### config.mk
export PLATFORM = sky130hd
export DESIGN_NAME = cpu_control_unit_flat
export DESIGN_NICKNAME = d
export VERILOG_FILES = /design/src/rtl/cpu_pkg.sv /design/src/rtl/cpu_control_unit_if.sv /design/src/rtl/cpu_alu.sv /design/src/rtl/cpu_control_unit.sv /design/src/flat_wrapper.sv
export SDC_FILE = /design/constraint.sdc
export NUM_CORES = 1
export LEC_CHECK = 0
export ABC_AREA = 1
export CAP_MARGIN = 10
export CORE_MARGIN = 5
export CORE_UTILIZATION = 50
export CTS_CLUSTER_DIAMETER = 80
export CTS_CLUSTER_SIZE = 25
export DETAILED_ROUTE_END_ITERATION = 6
export PLACE_DENSITY_LB_ADDON = 0.25
export SETUP_SLACK_MARGIN = 0.05
export SLEW_MARGIN = 15
export SYNTH_ARGS = -nofsm -noshare
export SYNTH_HDL_FRONTEND = slang
export SYNTH_SLANG_ARGS = --single-unit
### constraint.sdc
create_clock -name clk -period 7.6 [get_ports clk]
set_input_delay 1.9 -clock clk [delete_from_list [all_inputs] [get_ports clk]]
set_output_delay 1.9 -clock clk [all_outputs]
set_load 0.01 [all_outputs]
### src/rtl/cpu_pkg.sv
// ----------------------------------------------------------------------------
// cpu_pkg
// Shared definitions for the fetch/sequencer core and its execute-side
// control unit: core state codes, opcode values, instruction field
// positions, flag bit indices and small opcode-class decode helpers.
// ----------------------------------------------------------------------------
package cpu_pkg;

    localparam int NUM_REGS = 4;
    localparam int STEP_W   = 16;

    // Core sequencer state codes (shared with cpu_core)
    typedef enum logic [1:0] {
        ST_RESET = 2'b00,
        ST_FETCH = 2'b01,
        ST_EXEC  = 2'b10,
        ST_HALT  = 2'b11
    } core_state_e;

    // Control-unit step tracking
    typedef enum logic [0:0] {
        CU_IDLE = 1'b0,
        CU_PEND = 1'b1
    } cu_state_e;

    // Opcodes (ir[31:24])
    localparam logic [7:0] OP_NOP = 8'h00;
    localparam logic [7:0] OP_LDI = 8'h01;
    localparam logic [7:0] OP_MOV = 8'h02;
    localparam logic [7:0] OP_ADD = 8'h03;
    localparam logic [7:0] OP_SUB = 8'h04;
    localparam logic [7:0] OP_AND = 8'h05;
    localparam logic [7:0] OP_OR  = 8'h06;
    localparam logic [7:0] OP_XOR = 8'h07;
    localparam logic [7:0] OP_CMP = 8'h08;
    localparam logic [7:0] OP_JMP = 8'h09;
    localparam logic [7:0] OP_JZ  = 8'h0A;
    localparam logic [7:0] OP_JNZ = 8'h0B;
    localparam logic [7:0] OP_JC  = 8'h0C;
    localparam logic [7:0] OP_OUT = 8'h0D;
    localparam logic [7:0] OP_HLT = 8'hFF;

    // Instruction field positions
    localparam int OPC_MSB = 31;
    localparam int OPC_LSB = 24;
    localparam int RD_MSB  = 17;
    localparam int RD_LSB  = 16;
    localparam int IMM_MSB = 15;
    localparam int IMM_LSB = 8;
    localparam int RS_MSB  = 1;
    localparam int RS_LSB  = 0;

    // Flag bit indices
    localparam int FLAG_Z = 0;
    localparam int FLAG_C = 1;

    // Opcode writes a result into rd
    function automatic logic writes_rd(input logic [7:0] op);
        case (op)
            OP_LDI, OP_MOV, OP_ADD, OP_SUB,
            OP_AND, OP_OR,  OP_XOR:          writes_rd = 1'b1;
            default:                         writes_rd = 1'b0;
        endcase
    endfunction

    // Opcode updates Z/C
    function automatic logic updates_flags(input logic [7:0] op);
        case (op)
            OP_ADD, OP_SUB, OP_AND, OP_OR,
            OP_XOR, OP_CMP:                  updates_flags = 1'b1;
            default:                         updates_flags = 1'b0;
        endcase
    endfunction

    // Opcode belongs to the instruction set
    function automatic logic is_defined(input logic [7:0] op);
        case (op)
            OP_NOP, OP_LDI, OP_MOV, OP_ADD, OP_SUB, OP_AND, OP_OR, OP_XOR,
            OP_CMP, OP_JMP, OP_JZ,  OP_JNZ, OP_JC,  OP_OUT, OP_HLT:
                                             is_defined = 1'b1;
            default:                         is_defined = 1'b0;
        endcase
    endfunction

endpackage

### src/rtl/cpu_control_unit_if.sv
// ----------------------------------------------------------------------------
// cpu_ctrl_if
// Bus between the fetch/sequencer core (master) and the execute-side
// control unit (slave).
//   ir, clks, state                : core -> control unit
//   end_inst, jmp_inst, jmp_address,
//   inst_condition, hlt_inst,
//   out_data, out_valid            : control unit -> core / OUT port
//   illegal_op                     : only with CPU_CTRL_ILLEGAL_TRAP_EN
// ----------------------------------------------------------------------------
interface cpu_ctrl_if
    import cpu_pkg::*;
();
    logic [31:0]       ir;
    logic [STEP_W-1:0] clks;
    logic [1:0]        state;
    logic              end_inst;
    logic              jmp_inst;
    logic [7:0]        jmp_address;
    logic              inst_condition;
    logic              hlt_inst;
    logic [7:0]        out_data;
    logic              out_valid;
`ifdef CPU_CTRL_ILLEGAL_TRAP_EN
    logic              illegal_op;

    modport master (
        output ir, clks, state,
        input  end_inst, jmp_inst, jmp_address, inst_condition, hlt_inst,
               out_data, out_valid, illegal_op
    );

    modport slave (
        input  ir, clks, state,
        output end_inst, jmp_inst, jmp_address, inst_condition, hlt_inst,
               out_data, out_valid, illegal_op
    );
`else
    modport master (
        output ir, clks, state,
        input  end_inst, jmp_inst, jmp_address, inst_condition, hlt_inst,
               out_data, out_valid
    );

    modport slave (
        input  ir, clks, state,
        output end_inst, jmp_inst, jmp_address, inst_condition, hlt_inst,
               out_data, out_valid
    );
`endif
endinterface

### src/rtl/cpu_alu.sv
// ----------------------------------------------------------------------------
// cpu_alu
// Combinational 8-bit ALU for the control unit.
//   op  : opcode (ir[31:24]); LDI/MOV pass b through
//   a   : rd value, b : rs value or immediate
//   res : result, z : res==0, c : carry (ADD) / borrow (SUB, CMP), else 0
// ----------------------------------------------------------------------------
module cpu_alu
    import cpu_pkg::*;
(
    input  logic [7:0] op,
    input  logic [7:0] a,
    input  logic [7:0] b,
    output logic [7:0] res,
    output logic       z,
    output logic       c
);

    logic [8:0] sum_s;

    // Result and carry/borrow selection per opcode
    always_comb begin
        sum_s = {1'b0, a} + {1'b0, b};
        res   = 8'h00;
        c     = 1'b0;
        case (op)
            OP_LDI, OP_MOV: res = b;
            OP_ADD: begin
                res = sum_s[7:0];
                c   = sum_s[8];
            end
            OP_SUB, OP_CMP: begin
                res = a - b;
                c   = (a < b);
            end
            OP_AND:  res = a & b;
            OP_OR:   res = a | b;
            OP_XOR:  res = a ^ b;
            default: res = 8'h00;
        endcase
        z = (res == 8'h00);
    end

endmodule

### src/rtl/cpu_control_unit.sv
// ----------------------------------------------------------------------------
// cpu_control_unit
// Execute-side partner of the fetch/sequencer core. Each instruction takes
// two steps while the core is in EXEC: at the clks[0] edge the instruction
// is decoded, operands read and the result/flags computed; control outputs
// are registered so they are high during the clks[1] cycle. At the clks[1]
// edge rd and Z/C are written back and the control outputs drop.
// Ports:
//   clk   : system clock (posedge)
//   reset : synchronous, active-high
//   bus   : cpu_ctrl_if.slave (ir/clks/state in; end_inst, jmp_inst,
//           jmp_address, inst_condition, hlt_inst, out_data, out_valid out)
// Optional feature macro: CPU_CTRL_ILLEGAL_TRAP_EN adds bus.illegal_op;
// undefined opcodes then trap (illegal_op + hlt_inst sticky). Without it
// undefined opcodes behave as NOP.
// ----------------------------------------------------------------------------
module cpu_control_unit
    import cpu_pkg::*;
(
    input  logic           clk,
    input  logic           reset,
    cpu_ctrl_if.slave      bus
);

    // Instruction fields
    logic [7:0] opc_s;
    logic [1:0] rd_s;
    logic [1:0] rs_s;
    logic [7:0] imm_s;
    logic [7:0] rd_val_s;
    logic [7:0] rs_val_s;
    logic [7:0] alu_b_s;
    logic [7:0] alu_res_s;
    logic       alu_z_s;
    logic       alu_c_s;
    logic       step0_s;
    logic       commit_s;
    logic       squash_s;
    logic       unused_s;

    // State
    cu_state_e                  ex_state_q, ex_state_d;
    logic [NUM_REGS-1:0][7:0]   regs_q, regs_d;
    logic                       z_q, z_d;
    logic                       c_q, c_d;
    logic                       hlt_q, hlt_d;
    logic [1:0]                 rd_idx_q, rd_idx_d;
    logic [7:0]                 res_q, res_d;
    logic                       z_new_q, z_new_d;
    logic                       c_new_q, c_new_d;
    logic                       wr_rd_q, wr_rd_d;
    logic                       wr_fl_q, wr_fl_d;
    logic                       end_inst_q, end_inst_d;
    logic                       jmp_inst_q, jmp_inst_d;
    logic [7:0]                 jmp_address_q, jmp_address_d;
    logic                       cond_q, cond_d;
    logic [7:0]                 out_data_q, out_data_d;
    logic                       out_valid_q, out_valid_d;
`ifdef CPU_CTRL_ILLEGAL_TRAP_EN
    logic                       illegal_q, illegal_d;
`endif

    assign opc_s    = bus.ir[OPC_MSB:OPC_LSB];
    assign rd_s     = bus.ir[RD_MSB:RD_LSB];
    assign rs_s     = bus.ir[RS_MSB:RS_LSB];
    assign imm_s    = bus.ir[IMM_MSB:IMM_LSB];
    assign rd_val_s = regs_q[rd_s];
    assign rs_val_s = regs_q[rs_s];
    // Reserved ir bits and step strobes beyond 1 carry no meaning here
    assign unused_s = ^{bus.ir[23:18], bus.ir[7:2], bus.clks[STEP_W-1:2]};

    assign step0_s  = (bus.state == ST_EXEC) && bus.clks[0] && !hlt_q;
    assign commit_s = (ex_state_q == CU_PEND) && (bus.state == ST_EXEC) && bus.clks[1];
    assign squash_s = (ex_state_q == CU_PEND) && (bus.state != ST_EXEC);

    // LDI feeds the immediate through the ALU's pass-through path
    always_comb begin
        alu_b_s = rs_val_s;
        if (opc_s == OP_LDI) begin
            alu_b_s = imm_s;
        end else begin
            alu_b_s = rs_val_s;
        end
    end

    cpu_alu u_alu (
        .op  (opc_s),
        .a   (rd_val_s),
        .b   (alu_b_s),
        .res (alu_res_s),
        .z   (alu_z_s),
        .c   (alu_c_s)
    );

    // Step tracking, decode/latch at step0, writeback at step1
    always_comb begin
        ex_state_d    = ex_state_q;
        regs_d        = regs_q;
        z_d           = z_q;
        c_d           = c_q;
        hlt_d         = hlt_q;
        rd_idx_d      = rd_idx_q;
        res_d         = res_q;
        z_new_d       = z_new_q;
        c_new_d       = c_new_q;
        wr_rd_d       = wr_rd_q;
        wr_fl_d       = wr_fl_q;
        end_inst_d    = end_inst_q;
        jmp_inst_d    = jmp_inst_q;
        jmp_address_d = jmp_address_q;
        cond_d        = cond_q;
        out_data_d    = out_data_q;
        out_valid_d   = out_valid_q;
`ifdef CPU_CTRL_ILLEGAL_TRAP_EN
        illegal_d     = illegal_q;
`endif
        case (ex_state_q)
            CU_IDLE: begin
                if (step0_s) begin
                    ex_state_d    = CU_PEND;
                    rd_idx_d      = rd_s;
                    res_d         = alu_res_s;
                    z_new_d       = alu_z_s;
                    c_new_d       = alu_c_s;
                    wr_rd_d       = writes_rd(opc_s);
                    wr_fl_d       = updates_flags(opc_s);
                    end_inst_d    = 1'b1;
                    jmp_inst_d    = 1'b0;
                    jmp_address_d = 8'h00;
                    cond_d        = 1'b1;
                    out_valid_d   = 1'b0;
                    // Conditions use the flags as they stand before this instruction
                    case (opc_s)
                        OP_JMP: begin
                            jmp_inst_d    = 1'b1;
                            jmp_address_d = imm_s;
                        end
                        OP_JZ: begin
                            jmp_inst_d    = 1'b1;
                            jmp_address_d = imm_s;
                            cond_d        = z_q;
                        end
                        OP_JNZ: begin
                            jmp_inst_d    = 1'b1;
                            jmp_address_d = imm_s;
                            cond_d        = !z_q;
                        end
                        OP_JC: begin
                            jmp_inst_d    = 1'b1;
                            jmp_address_d = imm_s;
                            cond_d        = c_q;
                        end
                        OP_OUT: begin
                            out_valid_d = 1'b1;
                            out_data_d  = rs_val_s;
                        end
                        OP_HLT: begin
                            end_inst_d = 1'b0;
                            cond_d     = 1'b0;
                            hlt_d      = 1'b1;
                        end
                        default: begin
                            if (!is_defined(opc_s)) begin
`ifdef CPU_CTRL_ILLEGAL_TRAP_EN
                                end_inst_d = 1'b0;
                                cond_d     = 1'b0;
                                hlt_d      = 1'b1;
                                illegal_d  = 1'b1;
`endif
                                wr_rd_d    = 1'b0;
                                wr_fl_d    = 1'b0;
                            end else begin
                                end_inst_d = 1'b1;
                            end
                        end
                    endcase
                end else begin
                    ex_state_d = CU_IDLE;
                end
            end
            CU_PEND: begin
                if (squash_s || commit_s) begin
                    // Squash drops the instruction; commit writes it back first
                    if (commit_s && wr_rd_q) begin
                        regs_d[rd_idx_q] = res_q;
                    end else begin
                        regs_d = regs_q;
                    end
                    if (commit_s && wr_fl_q) begin
                        z_d = z_new_q;
                        c_d = c_new_q;
                    end else begin
                        z_d = z_q;
                        c_d = c_q;
                    end
                    ex_state_d    = CU_IDLE;
                    wr_rd_d       = 1'b0;
                    wr_fl_d       = 1'b0;
                    end_inst_d    = 1'b0;
                    jmp_inst_d    = 1'b0;
                    jmp_address_d = 8'h00;
                    cond_d        = 1'b0;
                    out_valid_d   = 1'b0;
                end else begin
                    ex_state_d = CU_PEND;
                end
            end
            default: ex_state_d = CU_IDLE;
        endcase
    end

    // State and output registers with synchronous reset
    always_ff @(posedge clk) begin
        if (reset) begin
            ex_state_q    <= CU_IDLE;
            regs_q        <= '0;
            z_q           <= 1'b0;
            c_q           <= 1'b0;
            hlt_q         <= 1'b0;
            rd_idx_q      <= 2'b00;
            res_q         <= 8'h00;
            z_new_q       <= 1'b0;
            c_new_q       <= 1'b0;
            wr_rd_q       <= 1'b0;
            wr_fl_q       <= 1'b0;
            end_inst_q    <= 1'b0;
            jmp_inst_q    <= 1'b0;
            jmp_address_q <= 8'h00;
            cond_q        <= 1'b0;
            out_data_q    <= 8'h00;
            out_valid_q   <= 1'b0;
`ifdef CPU_CTRL_ILLEGAL_TRAP_EN
            illegal_q     <= 1'b0;
`endif
        end else begin
            ex_state_q    <= ex_state_d;
            regs_q        <= regs_d;
            z_q           <= z_d;
            c_q           <= c_d;
            hlt_q         <= hlt_d;
            rd_idx_q      <= rd_idx_d;
            res_q         <= res_d;
            z_new_q       <= z_new_d;
            c_new_q       <= c_new_d;
            wr_rd_q       <= wr_rd_d;
            wr_fl_q       <= wr_fl_d;
            end_inst_q    <= end_inst_d;
            jmp_inst_q    <= jmp_inst_d;
            jmp_address_q <= jmp_address_d;
            cond_q        <= cond_d;
            out_data_q    <= out_data_d;
            out_valid_q   <= out_valid_d;
`ifdef CPU_CTRL_ILLEGAL_TRAP_EN
            illegal_q     <= illegal_d;
`endif
        end
    end

    assign bus.end_inst       = end_inst_q;
    assign bus.jmp_inst       = jmp_inst_q;
    assign bus.jmp_address    = jmp_address_q;
    assign bus.inst_condition = cond_q;
    assign bus.hlt_inst       = hlt_q;
    assign bus.out_data       = out_data_q;
    assign bus.out_valid      = out_valid_q;
`ifdef CPU_CTRL_ILLEGAL_TRAP_EN
    assign bus.illegal_op     = illegal_q;
`endif

endmodule

### src/flat_wrapper.sv
// flat-port wrapper written by rule: the top's interface ports become plain ports
module cpu_control_unit_flat import cpu_pkg::*;
  (clk, reset, bus_ir, bus_clks, bus_state, bus_end_inst, bus_jmp_inst, bus_jmp_address, bus_inst_condition, bus_hlt_inst, bus_out_data, bus_out_valid);
  cpu_ctrl_if bus_i ();
  input  logic clk;
  input  logic reset;
  input wire logic [$bits(bus_i.ir)-1:0] bus_ir;
  input wire logic [$bits(bus_i.clks)-1:0] bus_clks;
  input wire logic [$bits(bus_i.state)-1:0] bus_state;
  output wire logic [$bits(bus_i.end_inst)-1:0] bus_end_inst;
  output wire logic [$bits(bus_i.jmp_inst)-1:0] bus_jmp_inst;
  output wire logic [$bits(bus_i.jmp_address)-1:0] bus_jmp_address;
  output wire logic [$bits(bus_i.inst_condition)-1:0] bus_inst_condition;
  output wire logic [$bits(bus_i.hlt_inst)-1:0] bus_hlt_inst;
  output wire logic [$bits(bus_i.out_data)-1:0] bus_out_data;
  output wire logic [$bits(bus_i.out_valid)-1:0] bus_out_valid;
  assign bus_i.ir = bus_ir;
  assign bus_i.clks = bus_clks;
  assign bus_i.state = bus_state;
  assign bus_end_inst = bus_i.end_inst;
  assign bus_jmp_inst = bus_i.jmp_inst;
  assign bus_jmp_address = bus_i.jmp_address;
  assign bus_inst_condition = bus_i.inst_condition;
  assign bus_hlt_inst = bus_i.hlt_inst;
  assign bus_out_data = bus_i.out_data;
  assign bus_out_valid = bus_i.out_valid;
  cpu_control_unit u_core (.clk(clk), .reset(reset), .bus(bus_i));
endmodule
==> impl_metrics.ini, run 1 <==
[floorplan]
start_util_pct = 50.9
rows = 35
ios = 73
die_h_um = 106
core_area_mm2 = 0.00915
die_w_um = 106
die_area_mm2 = 0.0113

[synth]
synth_area_leader_cell = dfxtp_1
synth-edff-count = 0
syn_area_mm2 = 0.00465
syn_nets = 793
synth.yosys.seq_area_share_pct = 30.1
async_reset_ff_share_pct = 0
postSynthAreaPerCell_um2 = 6.51
ys_types = 42
synth_top_area_share_pct = 30.1
ys.flop_type = dfxtp_1
synthCells = 715
synthTopCellsByCount = nand2_1, inv_1, a21oi_1
ys_warn_count = 0
synth_most_common_cell = nand2_1
ys_ff_latch = 70
synth.top_cells.by_area = dfxtp_1, nand2_1, a21oi_1

[clocking]
cts_root_buf = clkbuf_8
cts_max_level = 3
cts_resized = 0
cts_setup_buffers = 0
clockBufferDepth = 2
cts_tree = built
cts_buffers = 9
postCtsHoldBufs = 0
clk_pin_slew_worst_paths_ns = 0.07
clk_latency_ns = 0.35
clock-sinks = 70

[final_layout]
antennaDiodeCount = 0
final_nets = 822
multi_input_area_mm2 = 0.00271
drive_gt1_share_pct = 5.74
fill_cells = 895
area_growth_pct = 14.0
seq_area_mm2 = 0.00140
final_core_util_pct = 58.0
final_cells = 860

[routing]
wl_per_cell_um = 15.2
dr_total_vias = 4774
drt_iter0_markers = 314
routed_wl_um = 13100
drtPass1Iterations = 5
drt.antenna.violating_nets = 0
route.detailed.drc = 0
vias_per_cell = 5.55

[placed_design]
portBuffers = 46
dp.cells = 844
hpwl_um = 9710
routabilityCongestion = 0.895

[sta]
post-route-period-util_pct = 74.5
fin_skew_ns = 0.0142
worstMarginPinSlew_ns = 0.851
hold_slack_ns = 0.466
finalHoldViolations = 0
fmax_ghz = 0.177
tns_ns = 0
finalCriticalPeriod_ns = 5.66
slew_headroom_pct = 42.9
rsz0062_at_grt = no
setup_viol = 0
slew_violations = 0

[setup_path]
cp-start-kind = input pin
worstSetupEndpointType = flop
crit_top_cell = nand3_1
worstPathArrival_ns = 5.93
path_buf_inv = 3
path_delay_family = buffers and inverters
path_max_fanout = 17
cp_slowest_stage_delay_ns = 0.94
crit_type = in -> reg
critPathSlowestCell = clkdlybuf4s50_1
crit_path_cell_trace = clkdlybuf4s50_1 -> clkinv_1 -> a21oi_1 -> a32oi_1 -> inv_1 -> ha_1 -> o21ai_0 -> nand3_1 -> nand3_1 -> nand2_1 -> nor2_1 -> nand3_1 -> nor2_1 -> nand2_1 -> a21oi_2
cp.required_ns = 7.87

[global_routing]
grt.total_usage_pct = 23.0
grt_overflow_total = 0
antenna_found_initial = 0
grt_pass1_wl_um = 21000
grt_max_degree = 53
grt_pass1_vias = 4266

[pwr]
p_leak_uw = 0.00238
irDropWorstVdd_v = 0.0000702
powerDensity_mw_per_mm2 = 152

[hold_path]
hold_path.class = reg -> reg

[job]
cap_violations = 0

[run_status]
outcome = finished clean
==> flip-flops by register name, summed over array words and instances (netlist names), 2 cells and up <==
signal and flops:
u_core.rd_idx_q 2, u_core.regs_q 32, u_core.bus.jmp_address 8, u_core.res_q 8, u_core.bus.out_data 8
==> cells in the final DEF, fill, tap and decap left out, types with 3 or more instances in the layout <==
| master | n |
|---|---|
| a21oi_1 | 75 |
| a32oi_1 | 8 |
| clkbuf_8 | 9 |
| clkdlybuf4s50_1 | 46 |
| dfxtp_1 | 70 |
| ha_1 | 24 |
| inv_1 | 98 |
| inv_2 | 6 |
| inv_6 | 4 |
| nand2_1 | 168 |
| nand2_4 | 3 |
| nand3_1 | 74 |
| nand3b_1 | 13 |
| nand4_1 | 5 |
| nor2_1 | 40 |
| nor2_2 | 7 |
| o211ai_1 | 5 |
| o21ai_0 | 58 |
| o21bai_1 | 3 |
==> final timing paths <==
check | start | slack [ns] | endpoint | depth (start not counted)
max | bus_ir[16] | 1.94 | u_core.z_new_q$_SDFFE_PP0P_ | 15
min | u_core.bus.jmp_address[7]$_SDFFE_PP0P_ | 0.47 | u_core.bus.jmp_address[7]$_SDFFE_PP0P_ | 2
min reg2reg | u_core.bus.jmp_address[7]$_SDFFE_PP0P_ | 0.47 | u_core.bus.jmp_address[7]$_SDFFE_PP0P_ | 2
max reg2reg | u_core.regs_q[9]$_SDFFE_PP0P_ | 4.53 | u_core.z_new_q$_SDFFE_PP0P_ | 14
==> stage by stage <==
step                power (uW)  setup slack (ns)  cell area (um2)
finish                     807              1.94             5310
global route               842              1.60             5310
CTS                        809              2.09             5310
detailed placement         523              1.75             5120
global placement           521              1.77             5120
floorplan                  480              3.20             4650
==> routing by layer <==
layer / up-vias / track usage [%] / share of wire, %
met5: - / 0 / 0
met3: 23 / 3.40 / 7.0
met4: 0 / 8.86 / 2.8
met2: 167 / 36.2 / 46
li1: 2395 / - / -
met1: 2189 / 31.8 / 44
==> cells by family (layout without fill, tap and decap cells) <==
| group | after synthesis | count (layout) | share of synthesized area, % |
|---|---|---|---|
| buf+inv | 136 | 170 | 11.6 |
| xor+xnor | 2 | 2 | 0.376 |
| flops | 70 | 70 | 30.1 |
| compound gates | 160 | 160 | 19.0 |
| simple gates | 321 | 321 | 31.5 |
| fa+ha+maj | 26 | 26 | 7.31 |
==> area by class of cell <==
cell class,instances,area share (%)
inverter,108,7.73
tap,111,2.62
timing repair buffer,46,8.68
multi-input combinational,509,51.1
clock buffer,9,2.33
sequential,70,26.4
clock inverter,7,1.16
==> worst register-to-register path, stage by stage (launching register included) <==
cell and delay [ns]:
dfxtp_1 0.32, inv_1 0.07, nand2_1 0.05, a32oi_1 0.55, inv_1 0.20, ha_1 0.39, o21ai_0 0.44, nand3_1 0.13
nand3_1 0.11, nand2_1 0.06, nor2_1 0.21, nand3_1 0.10, nor2_1 0.15, nand2_1 0.09, a21oi_2 0.11
==> where the power goes <==
part / internal (uW) / leakage, uW / switching [uW]
clock: 125 / 0.0000892 / 164
sequential: 371 / 0.000565 / 4.30
combinational: 49.5 / 0.00173 / 93.5
No activity file was read; power rests on OpenSTA's default activity.
==> run 2: changes to the inputs <==
==> constraint.sdc (replaced) <==
create_clock -name clk -period 5.35 [get_ports clk]
set_input_delay 1.3375 -clock clk [delete_from_list [all_inputs] [get_ports clk]]
set_output_delay 1.3375 -clock clk [all_outputs]
set_load 0.01 [all_outputs]
==> impl_metrics.ini, run 2 (same netlist as run 1, synthesis figures left out) <==
[final_layout]
final_common_cell = nand2_1
top_register = u_core.regs_q
final_cells = 865
final_cell_mix = nand2_1, inv_1, a21oi_1, nand3_1, dfxtp_1
drive_gt1_share_pct = 6.23
final_core_util_pct = 58.6
final_nets = 827
largest_reg_flops = 32
area_growth_pct = 15.3
fill_cells = 887
antennaDiodeCount = 0

[global_routing]
grt_pass1_wl_um = 21100
grt.total_usage_pct = 23.1
antenna_found_initial = 0
grt_max_degree = 46
grt_overflow_total = 0
grt_pass1_vias = 4327

[routing]
routed_wl_um = 13100
vias_per_cell = 5.56
wl_per_cell_um = 15.1
dr_total_vias = 4809
drt_iter0_markers = 345
drt.antenna.violating_nets = 0
route.detailed.drc = 0
drtPass1Iterations = 5

[pwr]
p_leak_uw = 0.00242
powerDensity_mw_per_mm2 = 221
irDropWorstVdd_v = 0.000166

[setup_path]
crit_type = in -> reg
worstPathArrival_ns = 4.69
cp-start-kind = input pin
cp_slowest_stage_delay_ns = 0.60
reg2reg_depth = 14
cp.required_ns = 5.61
crit_top_cell = nand2_1
path_max_fanout = 12
crit_path_cell_trace = clkdlybuf4s50_1 -> inv_1 -> nand2_1 -> nand3_1 -> nand2_1 -> nand2_1 -> nand2_1 -> inv_1 -> ha_1 -> inv_1 -> fa_1 -> nand2_1 -> nand2_1 -> nand2_1 -> nand2_1 -> nand3_1 -> nand3_1 -> nor2_1 -> nand3_1 -> nor2_1 -> nand2_1 -> a21oi_2
worstSetupEndpointType = flop
critPathSlowestCell = clkdlybuf4s50_1

[hold_path]
hold_path.class = reg -> reg
holdPathStages = 2

[placed_design]
place_ws_ns = 0.627
portBuffers = 46
dp.cells = 849
routabilityCongestion = 0.925
hpwl_um = 9930

[floorplan]
core_area_mm2 = 0.00915
die_w_um = 106
start_util_pct = 50.9
ios = 73
die_h_um = 106
die_area_mm2 = 0.0113
rows = 35

[clocking]
cts_tree = built
cts_root_buf = clkbuf_8
clock-sinks = 70
clockBufferDepth = 2
clk_pin_slew_worst_paths_ns = 0.08
cts_setup_buffers = 0
cts_buffers = 9
postCtsHoldBufs = 0
clk_latency_ns = 0.35
cts_resized = 0
cts_max_level = 3

[sta]
finalHoldViolations = 0
slew_violations = 0
finalCriticalPeriod_ns = 4.43
slew_headroom_pct = 43.3
worstMarginPinSlew_ns = 0.844
fmax_ghz = 0.226
setup_viol = 0
post-route-period-util_pct = 82.9
rsz0062_at_grt = no
fin_skew_ns = 0.0220
tns_ns = 0
fin_ws_ns = 0.917

[run_status]
outcome = finished clean

[job]
cap_violations = 0
[run 2: final timing paths]
kind | start | to | slack [ns]
setup / recovery | bus_ir[0] | u_core.z_new_q$_SDFFE_PP0P_ | 0.92
hold reg to reg | u_core.bus.jmp_address[7]$_SDFFE_PP0P_ | u_core.bus.jmp_address[7]$_SDFFE_PP0P_ | 0.47
setup reg to reg | u_core.regs_q[9]$_SDFFE_PP0P_ | u_core.z_new_q$_SDFFE_PP0P_ | 2.41
hold / removal | u_core.bus.jmp_address[7]$_SDFFE_PP0P_ | u_core.bus.jmp_address[7]$_SDFFE_PP0P_ | 0.47
[run 2: through the flow]
step | power (uW) | hold slack, ns | area, um2
finish | 1180 | 0.466 | 5370
detailed placement | 746 | 0.459 | 5160
CTS | 1180 | 0.470 | 5370
global placement | 741 | 0.453 | 5160
floorplan | 682 | 0.430 | 4650
global route | 1240 | 0.494 | 5370
[run 2: per-layer routing]
layer	up-vias	track usage [%]	routed length [um]
met5	-	0	0
met4	0	7.85	296
met3	22	3.16	879
met2	185	37.1	6040
met1	2198	32.0	5850
li1	2404	-	-
[run 2: cell type report]
type                            instances  area [um2]  area share, %
Inverter                              108         410           7.65
Sequential cell                        70        1400           26.1
Multi-Input combinational cell        509        2710           50.5
Clock buffer                           10         138           2.56
Clock inverter                          6        68.8           1.28
Tap cell                              111         139           2.59
Timing Repair Buffer                   51         498           9.28
[run 2: where the power goes]
| group | internal, uW | total [uW] | leakage (uW) | switching (uW) |
|---|---|---|---|---|
| logic | 72.2 | 205 | 0.00175 | 133 |
| clock network | 231 | 447 | 0.000103 | 215 |
| registers | 527 | 533 | 0.000565 | 6.08 |
[run 2: critical path, delay by kind of cell]
family | cells | cell delay, ns
and+or+nand+nor | 15 | 1.51
adders and majority gates | 2 | 0.57
AOI/OAI and AO/OA | 1 | 0.11
buffers and inverters | 4 | 1.16
==> run 3: changes to the inputs <==
==> constraint.sdc (replaced) <==
create_clock -name clk -period 4.3 [get_ports clk]
set_input_delay 1.075 -clock clk [delete_from_list [all_inputs] [get_ports clk]]
set_output_delay 1.075 -clock clk [all_outputs]
set_load 0.01 [all_outputs]
==> impl_metrics.ini, run 3 (same netlist as run 1, synthesis figures left out) <==
[run_status]
outcome = finished clean

[floorplan]
die_h_um = 106
start_util_pct = 50.9
die_area_mm2 = 0.0113
rows = 35
die_w_um = 106
core_area_mm2 = 0.00915
ios = 73

[setup_path]
reg2reg_from = u_core.regs_q[8]$_SDFFE_PP0P_
cp-startpoint = bus_ir[17]
worstPathArrival_ns = 4.15
path_max_fanout = 9
crit_type = in -> reg
worstSetupEndpointType = flop
cp-start-kind = input pin
cp.required_ns = 4.58

[clocking]
clock-sinks = 70
cts_tree = built
cts_resized = 0
cts_buffers = 9
cts_root_buf = clkbuf_8
cts_max_level = 3
postCtsHoldBufs = 0
cts_setup_buffers = 0
clk_latency_ns = 0.35
clockBufferDepth = 2
clk_pin_slew_worst_paths_ns = 0.07

[global_routing]
grt_pass1_vias = 4395
grt_pass1_wl_um = 21500
grt_overflow_total = 0
grt_max_degree = 29
grt.total_usage_pct = 23.4
antenna_found_initial = 0

[routing]
vias_per_cell = 5.47
drt_iter0_markers = 395
dr_total_vias = 4820
drt.antenna.violating_nets = 0
route.detailed.drc = 0
drtPass1Iterations = 5
wl_per_cell_um = 15.2
routed_wl_um = 13400

[final_layout]
antennaDiodeCount = 0
final_common_cell = nand2_1
drive_gt1_share_pct = 8.18
final_cells = 881
top_register = u_core.regs_q
final_nets = 843
largest_reg_flops = 32
area_growth_pct = 18.7
final_cell_mix = nand2_1, inv_1, a21oi_1, nand3_1, dfxtp_1

[sta]
slew_violations = 0
fmax_ghz = 0.258
rsz0062_at_grt = no
worstMarginPinSlew_ns = 0.807
slew_headroom_pct = 45.8
fin_skew_ns = 0.0168
finalCriticalPeriod_ns = 3.87
hold_slack_ns = 0.469
finalHoldViolations = 0
post-route-period-util_pct = 90.1
tns_ns = 0
setup_viol = 0
fin_ws_ns = 0.426

[hold_path]
hold_path.class = reg -> reg
min_from = u_core.bus.jmp_address[7]$_SDFFE_PP0P_

[pwr]
powerDensity_mw_per_mm2 = 282
irDropWorstVdd_v = 0.000184
p_leak_uw = 0.00251

[placed_design]
place_ws_ns = 0.150
portBuffers = 46
dp.cells = 865
hpwl_um = 10100
routabilityCongestion = 0.913

[job]
cap_violations = 0
==> run 3: worst max-delay path, stage by stage <==
cell             delay [ns]
clkdlybuf4s50_1        0.40
clkinv_1               0.18
buf_4                  0.22
a21oi_1                0.06
a32oi_1                0.42
ha_1                   0.24
inv_1                  0.08
fa_1                   0.41
nand2_1                0.08
nand2_1                0.10
nand3_1                0.14
nand3_1                0.09
nand3_1                0.09
nand3_1                0.07
nor2_1                 0.15
nand2_1                0.07
nor2_1                 0.08
nand2_1                0.08
a21oi_2                0.12
==> run 3: metal layers <==
| layer | part of all wire (%) | global-route usage, % |
|---|---|---|
| met1 | 44 | 32.0 |
| met2 | 47 | 38.9 |
| met3 | 7.4 | 2.61 |
| met4 | 2.4 | 7.12 |
| met5 | 0 | 0 |
==> run 3: power breakdown <==
part,leakage (uW),switching [uW],internal [uW]
clock,0.000116,265,359
sequential,0.000565,7.45,655
combinational,0.00183,170,105
total,0.00251,442,1120
==> run 3: worst paths after layout <==
kind              slack (ns)                                      to  depth (start not counted)
hold / removal          0.47  u_core.bus.jmp_address[7]$_SDFFE_PP0P_                          2
setup reg to reg        1.54             u_core.z_new_q$_SDFFE_PP0P_                         17
hold reg to reg         0.47  u_core.bus.jmp_address[7]$_SDFFE_PP0P_                          2
setup / recovery        0.43             u_core.z_new_q$_SDFFE_PP0P_                         19
==> run 3: layout make-up <==
cell class	instances	area [um2]
clock inverters	5	81.3
inverters	108	410
flip-flops and latches	70	1400
well taps	111	139
multi-input cells	509	2710
clock buffers	11	151
repair buffers	67	631
fillers	854	3630
==> run 3: metrics by stage <==
step | utilization [%] | cell area [um2] | total power [uW]
3_5_place_dp | 57.8 | 5290 | 947
6_report | 60.4 | 5530 | 1560
3_3_place_gp | 57.8 | 5290 | 941
4_1_cts | 60.4 | 5530 | 1560
2_1_floorplan | - | 4650 | 849
5_1_grt | 60.4 | 5530 | 1620
